### src/rtl/neuron_mac.sv
// neuron_mac: single-neuron multiply-accumulate engine.
// Accumulates syn_num signed Q8.8 weight*input products into a Q16.16
// accumulator, adds a Q8.8 bias, then saturates back to Q8.8 with an
// optional ReLU. One evaluation at a time, handshaked by start/out_vld.
module neuron_mac #(
   parameter int DATA_WIDTH = 16,
   parameter int ACC_WIDTH  = 40,
   parameter int CNT_WIDTH  = 8
) (
   input  logic                  clk,
   input  logic                  reset,
   input  logic                  start,
   input  logic [CNT_WIDTH-1:0]  syn_num,
   input  logic [DATA_WIDTH-1:0] bias,
   input  logic                  act_en,
   input  logic                  df_rdy,
   input  logic [DATA_WIDTH-1:0] data_w,
   input  logic [DATA_WIDTH-1:0] data_i,
   output logic [DATA_WIDTH-1:0] neuron_out,
   output logic                  out_vld,
   output logic                  busy,
   output logic                  ovf
);

   localparam int PROD_WIDTH = 2 * DATA_WIDTH;
   // Lowest accumulator bit that must match the sign for the Q8.8 result to fit.
   localparam int SAT_LO     = DATA_WIDTH + 7;
   localparam int N_HI       = ACC_WIDTH - 1 - SAT_LO;

   typedef enum logic [1:0] {IDLE, ACC, BIAS, OUT} state_t;

   state_t                  state_reg;
   logic [ACC_WIDTH-1:0]    acc_reg;
   logic [CNT_WIDTH-1:0]    cnt_reg;
   logic [CNT_WIDTH-1:0]    syn_num_reg;
   logic [DATA_WIDTH-1:0]   bias_reg;
   logic                    act_en_reg;
   logic [DATA_WIDTH-1:0]   neuron_out_reg;
   logic                    out_vld_reg;
   logic                    ovf_reg;

   logic signed [PROD_WIDTH-1:0] prod;
   logic [ACC_WIDTH-1:0]    prod_ext;
   logic [ACC_WIDTH-1:0]    bias_ext;
   logic [N_HI-1:0]         sat_diff;
   logic                    clip;
   logic [DATA_WIDTH-1:0]   sat_val;
   logic [DATA_WIDTH-1:0]   result;

   // Full-precision signed product and Q8.8 -> Q16.16 bias alignment.
   assign prod     = $signed(data_w) * $signed(data_i);
   assign prod_ext = {{(ACC_WIDTH-PROD_WIDTH){prod[PROD_WIDTH-1]}}, prod};
   assign bias_ext = {{(ACC_WIDTH-DATA_WIDTH-8){bias_reg[DATA_WIDTH-1]}}, bias_reg, 8'h00};

   // Any upper accumulator bit differing from the sign bit means acc[ACC_WIDTH-1:8]
   // does not fit in DATA_WIDTH signed bits.
   genvar gi;
   generate
      for (gi = 0; gi < N_HI; gi++) begin : g_sat
         assign sat_diff[gi] = acc_reg[SAT_LO+gi] ^ acc_reg[ACC_WIDTH-1];
      end
   endgenerate

   assign clip = |sat_diff;

   // Saturate the truncated Q8.8 value, then apply ReLU when enabled.
   always_comb begin
      sat_val = acc_reg[SAT_LO:8];
      result  = '0;
      if (clip) begin
         sat_val = acc_reg[ACC_WIDTH-1] ? {1'b1, {(DATA_WIDTH-1){1'b0}}}
                                        : {1'b0, {(DATA_WIDTH-1){1'b1}}};
      end
      if (act_en_reg && sat_val[DATA_WIDTH-1]) begin
         result = '0;
      end else begin
         result = sat_val;
      end
   end

   // Evaluation sequencer: accept start, accumulate pairs, add bias, emit result.
   always_ff @(posedge clk or negedge reset) begin
      if (!reset) begin
         state_reg      <= IDLE;
         acc_reg        <= '0;
         cnt_reg        <= '0;
         syn_num_reg    <= '0;
         bias_reg       <= '0;
         act_en_reg     <= 1'b0;
         neuron_out_reg <= '0;
         out_vld_reg    <= 1'b0;
         ovf_reg        <= 1'b0;
      end else begin
         out_vld_reg <= 1'b0;
         case (state_reg)
            IDLE: begin
               // A start landing on the out_vld cycle is not taken.
               if (start && !out_vld_reg) begin
                  acc_reg     <= '0;
                  cnt_reg     <= '0;
                  syn_num_reg <= syn_num;
                  bias_reg    <= bias;
                  act_en_reg  <= act_en;
                  state_reg   <= (syn_num == '0) ? BIAS : ACC;
               end
            end
            ACC: begin
               if (df_rdy) begin
                  acc_reg <= acc_reg + prod_ext;
                  cnt_reg <= cnt_reg + CNT_WIDTH'(1);
                  if (cnt_reg == syn_num_reg - CNT_WIDTH'(1)) begin
                     state_reg <= BIAS;
                  end
               end
            end
            BIAS: begin
               acc_reg   <= acc_reg + bias_ext;
               state_reg <= OUT;
            end
            OUT: begin
               neuron_out_reg <= result;
               ovf_reg        <= clip;
               out_vld_reg    <= 1'b1;
               state_reg      <= IDLE;
            end
            default: state_reg <= IDLE;
         endcase
      end
   end

   assign neuron_out = neuron_out_reg;
   assign out_vld    = out_vld_reg;
   assign ovf        = ovf_reg;
   assign busy       = (state_reg != IDLE);

endmodule

### config.mk
export PLATFORM = sky130hd
export DESIGN_NAME = neuron_mac
export DESIGN_NICKNAME = d
export VERILOG_FILES = /design/src/rtl/neuron_mac.sv
export SDC_FILE = /design/constraint.sdc
export NUM_CORES = 1
export LEC_CHECK = 0
export BUFFER_PORTS_ARGS = -buffer_cell sky130_fd_sc_hd__buf_4
export CAP_MARGIN = 20
export CORE_ASPECT_RATIO = 1.4
export CORE_UTILIZATION = 50
export DETAILED_ROUTE_END_ITERATION = 8
export PLACE_DENSITY = 0.67
export SYNTH_ARGS = -nofsm -noshare
export SYNTH_HDL_FRONTEND = slang
export SYNTH_SLANG_ARGS = --single-unit
### constraint.sdc
create_clock -name clk -period 4.7 [get_ports clk]
set_clock_uncertainty 0.2 [all_clocks]
set_input_delay 0.47 -clock clk [delete_from_list [all_inputs] [get_ports clk]]
set_output_delay 0.47 -clock clk [all_outputs]
set_load 0.1 [all_outputs]
==> results of run 1 <==
-- cells by family after synthesis --
kind of cell | Yosys count
buffers and inverters | 387
AO/OA/AOI/OAI | 367
AND/OR/NAND/NOR | 547
XOR/XNOR | 104
flip-flops | 93
adder cells (fa/ha/maj) | 425
multiplexers | 34
-- critical path: cells and delay by family --
| kind | cells | cell delay [ns] |
|---|---|---|
| and+or+nand+nor | 2 | 0.24 |
| adders and majority gates | 8 | 3.73 |
| buffers and inverters | 8 | 0.64 |
| AOI/OAI and AO/OA | 13 | 2.30 |
| xor gates and xnor gates | 2 | 0.24 |
-- layout make-up --
| cell class | count | area (µm²) | share of cell area [%] |
|---|---|---|---|
| Clock inverter | 5 | 66.3 | 0.296 |
| Inverter | 326 | 1220 | 5.47 |
| Timing Repair Buffer | 383 | 3210 | 14.3 |
| Clock buffer | 11 | 253 | 1.13 |
| Tap cell | 451 | 564 | 2.52 |
| Sequential cell | 93 | 2330 | 10.4 |
| Multi-Input combinational cell | 1477 | 14700 | 65.9 |
-- per-layer routing --
metal | vias up | track usage, %
met1 | 7334 | 32.0
met5 | - | 0
met2 | 334 | 49.5
met3 | 109 | 2.16
li1 | 7068 | -
met4 | 0 | 9.06
-- through the flow --
stage	hold slack, ns	TNS [ns]	instance area, µm²	worst slack (ns)
final	0.129	-72.03	22400	-2.90
after global routing	0.131	-81.70	22400	-3.25
after CTS	0.123	-71.10	22000	-2.84
after detailed placement	0.277	-89.28	20900	-3.45
after global placement	0.264	-86.52	20900	-3.30
after floorplan	-0.0256	-66.93	18000	-2.89
-- how the worst min path moves through the flow --
stage | startpoint | endpoint
5_1_grt | bias[2] | bias_reg[2]
2_1_floorplan | reset | acc_reg[0]
4_1_cts | bias[11] | bias_reg[11]
6_report | bias[11] | bias_reg[11]
3_5_place_dp | acc_reg[0] | acc_reg[0]
3_3_place_gp | acc_reg[3] | acc_reg[3]
-- cell usage in the layout, fill, tap and decap left out, types with 13 or more instances in the layout --
cell / n
sky130_fd_sc_hd__buf_4: 324
sky130_fd_sc_hd__o21ai_1: 31
sky130_fd_sc_hd__a21oi_1: 54
sky130_fd_sc_hd__o21ai_0: 52
sky130_fd_sc_hd__nand3_1: 22
sky130_fd_sc_hd__a21oi_2: 20
sky130_fd_sc_hd__mux2_2: 28
sky130_fd_sc_hd__ha_4: 19
sky130_fd_sc_hd__nor3_1: 18
sky130_fd_sc_hd__nor2_1: 73
sky130_fd_sc_hd__nand2b_1: 18
sky130_fd_sc_hd__o21ai_2: 14
sky130_fd_sc_hd__inv_1: 315
sky130_fd_sc_hd__dfrtp_1: 93
sky130_fd_sc_hd__and2_4: 13
sky130_fd_sc_hd__a22oi_1: 19
sky130_fd_sc_hd__xnor2_1: 53
sky130_fd_sc_hd__fa_1: 256
sky130_fd_sc_hd__nand4_1: 13
sky130_fd_sc_hd__and2_1: 119
sky130_fd_sc_hd__o211ai_1: 22
sky130_fd_sc_hd__o21a_1: 14
sky130_fd_sc_hd__nand2_1: 191
sky130_fd_sc_hd__xor2_1: 37
sky130_fd_sc_hd__a21o_1: 40
sky130_fd_sc_hd__buf_6: 44
sky130_fd_sc_hd__ha_1: 134
-- repair_timing --
action,in CTS,in global routing
gates cloned,1,0
buffers inserted,20,13
hold buffers,1,0
resized for setup,143,68
pin swaps,109,55
endpoints found under the setup margin,33,34
hold endpoints to repair,4,0
==> load_flow_metrics.sql, run 1 <==
INSERT INTO impl_metrics (metric_group, metric, value, unit) VALUES
('synth', 'synth-main-ff-cell', 'sky130_fd_sc_hd__dfrtp_1', ''),
('drt', 'drc', '0', ''),
('synth', 'yosysWarningCount', '0', ''),
('drt', 'detail_route.wirelength', '44900', 'µm'),
('setup_path', 'worstReg2RegEnd', 'acc_reg[38]', ''),
('worst_hold_path', 'hold-path-cell-count', '2', ''),
('clock_tree', 'cts-buffers-inserted', '9', ''),
('synth', 'yosys-mux-area-fraction', '2.14', '%'),
('drt', 'wire_per_inst', '16.4', 'µm'),
('finish', 'largest_register_ff_count', '40', ''),
('timing', 'worstMarginPinSlew', '0.746', 'ns'),
('setup_path', 'worst_ep_required_time', '4.73', 'ns'),
('synth', 'synth.yosys.seq_area_share', '13.3', '%'),
('status', 'violated_checks', 'setup timing', ''),
('synth', 'synthesis.nets', '2443', ''),
('timing', 'setup_ws', '-2.90', 'ns'),
('status', 'outcome', 'complete, but fails checks', ''),
('synth', 'synth-xor-area-share', '5.20', '%'),
('clock_tree', 'cts-htree-levels', '3', ''),
('flow_run', 'cap_viol_max_count', '0', ''),
('drt', 'met3_wirelength', '1250', 'µm'),
('finish', 'instances_no_fill', '2746', ''),
('timing', 'final.period_utilization', '162', '%'),
('synth', 'synth_seq_cells', '93', ''),
('setup_path', 'end_kind', 'flop', ''),
('synth', 'dominant_combinational_cell_family_by_area_after_synthesis', 'adder cells', ''),
('finish', 'final_core_utilization', '65.2', '%'),
('setup_path', 'timing.critical_path.slowest_stage_cell', 'sky130_fd_sc_hd__fa_1', ''),
('floorplan', 'die_area', '35800', 'µm²'),
('floorplan', 'rows', '80', ''),
('timing', 'setup_viol_count_final', '33', ''),
('setup_path', 'slowest_stage_delay_on_critical_path', '0.58', 'ns'),
('setup_path', 'startpoint', 'data_i[12]', ''),
('placed_design', 'dp_hpwl', '37200', 'µm'),
('clock_tree', 'clock_pin_slew_of_the_registers_on_the_worst_case_setup_and_hold_paths', '0.08', 'ns'),
('drt', 'drt_first_pass_iters', '5', ''),
('timing', 'finalHoldViolations', '0', ''),
('setup_path', 'critPathMaxFanout', '4', ''),
('setup_path', 'endpoint', 'acc_reg[31]', ''),
('timing', 'setup_repair_after_global_routing_missed_its_margin', 'yes', ''),
('floorplan', 'boundaryPins', '80', ''),
('synth', 'netlist.area_leader.share', '30.2', '%'),
('synth', 'synth-edff-count', '0', ''),
('global_route', 'grt.total_usage', '26.6', '%'),
('synth', 'synth_area_leaders', 'sky130_fd_sc_hd__fa_1, sky130_fd_sc_hd__dfrtp_1, sky130_fd_sc_hd__ha_1, sky130_fd_sc_hd__inv_1, sky130_fd_sc_hd__and2_1', ''),
('drt', 'met2RoutedLength', '23800', 'µm'),
('finish', 'diodes', '0', ''),
('finish', 'area_growth_from_synthesis_to_final_layout', '27.8', '%'),
('clock_tree', 'cts_tree', 'built', ''),
('global_route', 'first_global_vias', '16400', ''),
('global_route', 'maximum_number_of_pins_on_one_net_before_global_route_repair', '58', ''),
('floorplan', 'chipWidth', '160', 'µm'),
('finish', 'drive_above_1_share', '26.4', '%'),
('floorplan', 'die-height', '223', 'µm'),
('floorplan', 'fp.coreArea', '34300', 'µm²'),
('placed_design', 'io_buffers', '79', ''),
('synth', 'synthSimpleGateAreaFrac', '15.3', '%'),
('setup_path', 'reg2reg_slack', '0.85', 'ns'),
('clock_tree', 'numClockSinks', '93', ''),
('finish', 'fillerInstances', '2814', ''),
('synth', 'syn-cell-area', '17500', 'µm²'),
('setup_path', 'crit-reg2reg-launch', 'acc_reg[8]', ''),
('synth', 'synth_cells', '1957', ''),
('timing', 'achievable-frequency', '132', 'MHz'),
('clock_tree', 'root_buffer', 'sky130_fd_sc_hd__clkbuf_16', ''),
('timing', 'slew_headroom', '50.3', '%'),
('global_route', 'grt_pass1_wl', '77900', 'µm'),
('global_route', 'antenna_violations_before_repair', '0', ''),
('timing', 'post-route-min-period', '7.60', 'ns'),
('synth', 'compound_gate_portion_of_the_synthesized_area', '14.1', '%'),
('drt', 'ant_nets', '0', '');
Power of run 1 is left out: the tool's default activity adds up to more than one toggle a clock period on the data nets, which glitch-free logic cannot reach.
==> inputs of run 2 (changes only) <==
--- a/config.mk
+++ b/config.mk
@@ -5,6 +5,7 @@
 export SDC_FILE = /design/constraint.sdc
 export NUM_CORES = 1
 export LEC_CHECK = 0
+export ABC_AREA = 1
 export BUFFER_PORTS_ARGS = -buffer_cell sky130_fd_sc_hd__buf_4
 export CAP_MARGIN = 20
 export CORE_ASPECT_RATIO = 1.4
==> load_flow_metrics.sql, run 2 <==
INSERT INTO impl_metrics (metric_group, metric, value, unit) VALUES
('setup_path', 'critPathMaxFanout', '5', ''),
('synth', 'syn-cell-area', '19500', 'µm²'),
('timing', 'finalHoldViolations', '0', ''),
('drt', 'wire_per_inst', '17.4', 'µm'),
('synth', 'synth_seq_cells', '93', ''),
('finish', 'largest_register_ff_count', '40', ''),
('clock_tree', 'cts_tree', 'built', ''),
('synth', 'synth-main-ff-cell', 'sky130_fd_sc_hd__dfrtp_1', ''),
('setup_path', 'worst_ep_required_time', '4.76', 'ns'),
('placed_design', 'dp_hpwl', '51300', 'µm'),
('setup_path', 'start_kind', 'input pin', ''),
('synth', 'fraction_of_registers_with_async_set_or_reset_after_synthesis', '100', '%'),
('setup_path', 'worst_path_most_repeated_cell', 'sky130_fd_sc_hd__fa_1', ''),
('global_route', 'first_global_vias', '19900', ''),
('drt', 'drt_first_pass_iters', '5', ''),
('global_route', 'grt.total_usage', '31.9', '%'),
('synth', 'synth_cells', '2751', ''),
('placed_design', 'io_buffers', '79', ''),
('timing', 'final.period_utilization', '151', '%'),
('synth', 'synth-edff-count', '0', ''),
('global_route', 'antenna_violations_before_repair', '0', ''),
('floorplan', 'boundaryPins', '80', ''),
('synth', 'netlist.area_leader.share', '27.1', '%'),
('placed_design', 'numPlacedInstances', '3581', ''),
('synth', 'yosysWarningCount', '0', ''),
('floorplan', 'fp.coreArea', '38400', 'µm²'),
('floorplan', 'chipWidth', '169', 'µm'),
('clock_tree', 'root_buffer', 'sky130_fd_sc_hd__clkbuf_16', ''),
('synth', 'post_synth.cell_area_avg', '7.08', 'µm²'),
('clock_tree', 'cts-htree-levels', '3', ''),
('finish', 'area_occupied_by_multi_input_gates', '17200', 'µm²'),
('synth', 'synth_cell_type_count', '54', ''),
('synth', 'yosysTopAreaCell', 'sky130_fd_sc_hd__fa_1', ''),
('synth', 'synthTopCellsByCount', 'sky130_fd_sc_hd__nand2_1, sky130_fd_sc_hd__inv_1, sky130_fd_sc_hd__fa_1', ''),
('timing', 'finalSetupTns', '-63.54', 'ns'),
('finish', 'final_cell_mix', 'sky130_fd_sc_hd__nand2_1, sky130_fd_sc_hd__inv_1, sky130_fd_sc_hd__buf_4', ''),
('timing', 'setup_repair_after_global_routing_missed_its_margin', 'yes', ''),
('synth', 'synthesis.nets', '3237', ''),
('timing', 'setup_ws', '-2.41', 'ns'),
('timing', 'achievable-frequency', '141', 'MHz'),
('synth', 'synth_area_leaders', 'sky130_fd_sc_hd__fa_1, sky130_fd_sc_hd__nand2_1, sky130_fd_sc_hd__dfrtp_1, sky130_fd_sc_hd__inv_1, sky130_fd_sc_hd__ha_1', ''),
('status', 'violated_checks', 'setup timing', ''),
('timing', 'timing.final.max_slew_violations', '0', ''),
('floorplan', 'rows', '85', ''),
('global_route', 'maximum_number_of_pins_on_one_net_before_global_route_repair', '61', ''),
('timing', 'worstMarginPinSlew', '0.816', 'ns'),
('setup_path', 'end_kind', 'flop', ''),
('placed_design', 'gpl.final_weighted_congestion', '0.949', ''),
('setup_path', 'cp.arrival', '7.16', 'ns'),
('drt', 'drc', '0', ''),
('drt', 'routed-via-count', '19300', ''),
('flow_run', 'cap_viol_max_count', '0', ''),
('finish', 'mostFrequentLayoutCell', 'sky130_fd_sc_hd__nand2_1', ''),
('setup_path', 'slowest_stage_delay_on_critical_path', '0.60', 'ns'),
('finish', 'drive_above_1_share', '31.6', '%'),
('setup_path', 'timing.critical_path.slowest_stage_cell', 'sky130_fd_sc_hd__fa_1', ''),
('synth', 'synth.yosys.seq_area_share', '11.9', '%'),
('finish', 'design.final.nets', '3641', ''),
('finish', 'diodes', '0', ''),
('finish', 'instances_no_fill', '3681', ''),
('drt', 'avg_vias_per_cell', '5.24', ''),
('timing', 'slew_headroom', '45.0', '%'),
('global_route', 'grt_overflow', '0', ''),
('finish', 'seqCellArea', '2330', 'µm²'),
('floorplan', 'die-height', '236', 'µm'),
('clock_tree', 'numClockSinks', '93', ''),
('finish', 'fillerInstances', '2993', ''),
('floorplan', 'die_area', '39800', 'µm²'),
('clock_tree', 'clk_latency', '0.37', 'ns'),
('clock_tree', 'clk_path_buf_depth', '2', ''),
('setup_path', 'critical_path_class', 'input pin to flop', ''),
('drt', 'drt_iter0_drc', '918', ''),
('clock_tree', 'cts-buffers-inserted', '9', ''),
('clock_tree', 'clock_pin_slew_of_the_registers_on_the_worst_case_setup_and_hold_paths', '0.06', 'ns'),
('drt', 'detail_route.wirelength', '63900', 'µm'),
('floorplan', 'start_util', '50.8', '%'),
('worst_hold_path', 'hold_path_class', 'input pin to flop', ''),
('drt', 'ant_nets', '0', ''),
('timing', 'setup_viol_count_final', '33', ''),
('global_route', 'grt_pass1_wl', '98600', 'µm'),
('synth', 'synthMostInstantiatedCell', 'sky130_fd_sc_hd__nand2_1', ''),
('timing', 'post-route-min-period', '7.11', 'ns'),
('status', 'outcome', 'complete, but fails checks', ''),
('finish', 'area_growth_from_synthesis_to_final_layout', '38.6', '%');
## run 2: cell count changes after synthesis, moves of 19 or more
cell	delta
sky130_fd_sc_hd__a21o_1	-24
sky130_fd_sc_hd__nor2_1	+97
sky130_fd_sc_hd__xnor2_1	-36
sky130_fd_sc_hd__inv_1	+286
sky130_fd_sc_hd__a21oi_1	+43
sky130_fd_sc_hd__and2_1	-132
sky130_fd_sc_hd__a22oi_1	-19
sky130_fd_sc_hd__nand3_1	+86
sky130_fd_sc_hd__nand2_1	+562
## run 2: final timing paths
kind | end | startpoint | slack, ns | depth (start not counted)
worst max-delay path | acc_reg[36] | data_i[15] | -2.41 | 38
worst min-delay path | bias_reg[11] | bias[11] | 0.13 | 2
worst max register to register | acc_reg[4] | state_reg[1] | 1.21 | 11
worst min register to register | neuron_out[0] | neuron_out[0] | 0.29 | 2
max in group asynchronous | acc_reg[34] | reset | 2.81 | 3
min in group asynchronous | syn_num_reg[5] | reset | 0.53 | 2
## run 2: layer usage
layer / track usage, % / vias to the layer above / wire (µm)
met5: 0 / - / 0
met4: 21.5 / 0 / 5040
met3: 2.12 / 219 / 1860
met2: 60.3 / 518 / 34600
met1: 33.4 / 9359 / 22300
li1: - / 9196 / -
## run 2: cell type report
| type | count | area share [%] |
|---|---|---|
| Inverter | 615 | 8.68 |
| Clock inverter | 6 | 0.264 |
| Clock buffer | 9 | 0.834 |
| Multi-Input combinational cell | 1962 | 63.8 |
| Timing Repair Buffer | 474 | 15.3 |
| Tap cell | 522 | 2.42 |
| Sequential cell | 93 | 8.62 |
## run 2: cell families (layout without fill, tap and decap cells)
kind of cell | Yosys count | in the layout | share of synthesized area, %
flip-flops | 93 | 93 | 11.9
AND/OR/NAND/NOR | 1149 | 1149 | 24.2
multiplexers | 18 | 18 | 1.04
buffers and inverters | 696 | 1104 | 13.5
AO/OA/AOI/OAI | 318 | 318 | 9.53
XOR/XNOR | 52 | 52 | 2.34
adder cells (fa/ha/maj) | 425 | 425 | 37.5
## run 2: worst max-delay path, delay by kind of cell
kind / cells / cell delay, ns
AO/OA/AOI/OAI: 2 / 0.30
buffers and inverters: 10 / 1.03
adder cells (fa/ha/maj): 8 / 3.71
AND/OR/NAND/NOR: 17 / 1.56
XOR/XNOR: 1 / 0.08
## run 2: per-stage QoR
step / cell area, µm² / hold slack, ns / utilization [%] / setup WS [ns]
3_3_place_gp: 23500 / 0.271 / 61.2 / -3.05
5_1_grt: 27000 / 0.130 / 70.3 / -2.67
2_1_floorplan: 20500 / -0.0256 / - / -2.05
6_report: 27000 / 0.135 / 70.3 / -2.41
3_5_place_dp: 23500 / 0.272 / 61.2 / -3.03
4_1_cts: 25500 / 0.126 / 66.4 / -2.40
## run 2: what timing repair did
item / CTS / global route
hold buffers: 1 / 0
pin swaps: 176 / 172
cloned: 2 / 1
endpoints found under the hold margin: 35 / 0
buffers inserted: 53 / 36
resized for setup: 339 / 282
setup endpoints to repair: 34 / 35
Power of run 2 is left out for the same reason.
==> inputs of run 3 (changes only) <==
--- a/config.mk
+++ b/config.mk
@@ -9,9 +9,9 @@
 export BUFFER_PORTS_ARGS = -buffer_cell sky130_fd_sc_hd__buf_4
 export CAP_MARGIN = 20
 export CORE_ASPECT_RATIO = 1.4
-export CORE_UTILIZATION = 50
+export CORE_UTILIZATION = 60
 export DETAILED_ROUTE_END_ITERATION = 8
-export PLACE_DENSITY = 0.67
+export PLACE_DENSITY = 0.78
 export SYNTH_ARGS = -nofsm -noshare
 export SYNTH_HDL_FRONTEND = slang
 export SYNTH_SLANG_ARGS = --single-unit
==> load_flow_metrics.sql, run 3 (synthesis gave the netlist of run 2 again) <==
INSERT INTO impl_metrics (metric_group, metric, value, unit) VALUES
('setup_path', 'timing.critical_path.slowest_stage_cell', 'sky130_fd_sc_hd__fa_2', ''),
('timing', 'achievable-frequency', '127', 'MHz'),
('status', 'violated_checks', 'setup timing', ''),
('setup_path', 'critical_path_class', 'input pin to flop', ''),
('finish', 'final_cell_mix', 'sky130_fd_sc_hd__nand2_1, sky130_fd_sc_hd__inv_1, sky130_fd_sc_hd__buf_4', ''),
('timing', 'finalHoldViolations', '0', ''),
('global_route', 'first_global_vias', '21600', ''),
('global_route', 'maximum_number_of_pins_on_one_net_before_global_route_repair', '54', ''),
('setup_path', 'timing.critical_path.depth', '36', ''),
('drt', 'detail_route.wirelength', '85700', 'µm'),
('setup_path', 'start_kind', 'input pin', ''),
('drt', 'drt_iter0_drc', '2187', ''),
('worst_hold_path', 'hold_path_class', 'input pin to flop', ''),
('clock_tree', 'cts-buffers-inserted', '9', ''),
('placed_design', 'dp_hpwl', '50300', 'µm'),
('setup_path', 'timing.critical_path.max_delay_family', 'adder cells', ''),
('floorplan', 'die-height', '215', 'µm'),
('setup_path', 'slowest_stage_delay_on_critical_path', '0.61', 'ns'),
('setup_path', 'worst_ep_required_time', '4.76', 'ns'),
('floorplan', 'die_area', '33200', 'µm²'),
('setup_path', 'reg2reg_depth', '13', ''),
('clock_tree', 'clk_path_buf_depth', '2', ''),
('placed_design', 'io_buffers', '79', ''),
('finish', 'mostFrequentLayoutCell', 'sky130_fd_sc_hd__nand2_1', ''),
('timing', 'finalSetupTns', '-84.69', 'ns'),
('setup_path', 'endpoint', 'acc_reg[36]', ''),
('clock_tree', 'clk_latency', '0.37', 'ns'),
('clock_tree', 'numClockSinks', '93', ''),
('clock_tree', 'cts_tree', 'built', ''),
('floorplan', 'chipWidth', '154', 'µm'),
('timing', 'setup_viol_count_final', '35', ''),
('drt', 'wire_per_inst', '24.0', 'µm'),
('floorplan', 'rows', '77', ''),
('timing', 'timing.final.max_slew_violations', '0', ''),
('flow_run', 'cap_viol_max_count', '0', ''),
('global_route', 'grt_overflow', '0', ''),
('floorplan', 'boundaryPins', '80', ''),
('timing', 'worst_hold_margin', '0.131', 'ns'),
('setup_path', 'crit-reg2reg-launch', 'acc_reg[0]', ''),
('clock_tree', 'cts-htree-levels', '3', ''),
('finish', 'final_cell_area', '27200', 'µm²'),
('status', 'outcome', 'complete, but fails checks', ''),
('setup_path', 'worstPathBufferInverterCount', '10', ''),
('setup_path', 'startpoint', 'data_w[15]', ''),
('setup_path', 'critPathMaxFanout', '5', ''),
('finish', 'area_growth_from_synthesis_to_final_layout', '39.6', '%'),
('setup_path', 'worstReg2RegEnd', 'acc_reg[20]', ''),
('placed_design', 'placement.cell_area', '23300', 'µm²'),
('timing', 'setup_repair_after_global_routing_missed_its_margin', 'yes', ''),
('drt', 'drt_first_pass_iters', '8', ''),
('setup_path', 'cp.arrival', '7.94', 'ns'),
('clock_tree', 'clock_pin_slew_of_the_registers_on_the_worst_case_setup_and_hold_paths', '0.07', 'ns'),
('timing', 'final.period_utilization', '168', '%'),
('placed_design', 'gpl.final_weighted_congestion', '0.985', ''),
('floorplan', 'fp.coreArea', '31800', 'µm²'),
('finish', 'drive_above_1_share', '33.7', '%'),
('clock_tree', 'root_buffer', 'sky130_fd_sc_hd__clkbuf_16', ''),
('drt', 'routed-via-count', '22000', ''),
('drt', 'drc', '0', ''),
('global_route', 'antenna_violations_before_repair', '8', ''),
('drt', 'avg_vias_per_cell', '6.18', ''),
('floorplan', 'start_util', '61.3', '%'),
('global_route', 'grt_pass1_wl', '105000', 'µm'),
('timing', 'worstMarginPinSlew', '0.820', 'ns'),
('finish', 'largest_register_ff_count', '40', ''),
('timing', 'setup_ws', '-3.18', 'ns'),
('finish', 'design.final.nets', '3648', ''),
('timing', 'slew_headroom', '45.3', '%'),
('timing', 'post-route-min-period', '7.88', 'ns'),
('drt', 'ant_nets', '0', ''),
('setup_path', 'end_kind', 'flop', ''),
('setup_path', 'worst_path_most_repeated_cell', 'sky130_fd_sc_hd__fa_1', ''),
('global_route', 'grt.total_usage', '40.8', '%'),
('setup_path', 'reg2reg_slack', '0.81', 'ns');
[run 3: changes by cell type in the layout (fill, tap and decap cells not counted), moves of 5 or more]
cell	previous run	this run
sky130_fd_sc_hd__a21oi_1	70	63
sky130_fd_sc_hd__a21oi_4	18	24
sky130_fd_sc_hd__buf_8	8	13
sky130_fd_sc_hd__inv_1	550	521
sky130_fd_sc_hd__inv_2	51	83
sky130_fd_sc_hd__nand2_1	642	630
sky130_fd_sc_hd__nand2_2	81	96
sky130_fd_sc_hd__nand3_1	93	83
sky130_fd_sc_hd__nand3_2	14	24
[run 3: layout make-up]
cell class | instances | area, µm²
flip-flops and latches | 93 | 2330
well taps | 395 | 494
fillers | 1648 | 4590
clock inverters | 7 | 91.3
inverters | 615 | 2340
diodes | 1 | 2.50
repair buffers | 481 | 4270
multi-input cells | 1962 | 17500
clock buffers | 9 | 225
[run 3: how the worst min path moves through the flow]
stage	startpoint	endpoint	cells past startpoint
4_1_cts	act_en	act_en_reg	2
3_3_place_gp	reset	syn_num_reg[6]	1
6_report	bias[4]	bias_reg[4]	2
2_1_floorplan	reset	acc_reg[0]	0
5_1_grt	bias[15]	bias_reg[15]	2
3_5_place_dp	reset	syn_num_reg[7]	1
[run 3: metrics by stage]
step           worst slack, ns  std cells  utilization (%)
3_5_place_dp             -3.41       3456             73.4
3_3_place_gp             -3.31       3456             73.4
2_1_floorplan            -2.05       2751                -
5_1_grt                  -3.26       3563             85.6
6_report                 -3.18       3563             85.6
4_1_cts                  -2.35       3528             80.5
[run 3: routing by layer]
layer	vias to the layer above	routed length [µm]	GRT usage, %
li1	9227	-	-
met2	1616	39700	75.6
met3	845	9930	5.30
met1	10300	25300	39.8
met4	14	10500	34.8
met5	-	165	0
[run 3: repair_timing]
| action | in CTS | in global routing |
|---|---|---|
| endpoints found under the setup margin | 34 | 35 |
| hold endpoints to repair | 40 | 0 |
| buffers inserted | 56 | 38 |
| hold buffers | 1 | 0 |
| cloned | 1 | 0 |
| pin swaps | 178 | 223 |
| gates resized for setup | 382 | 337 |
Power of run 3 is left out for the same reason.
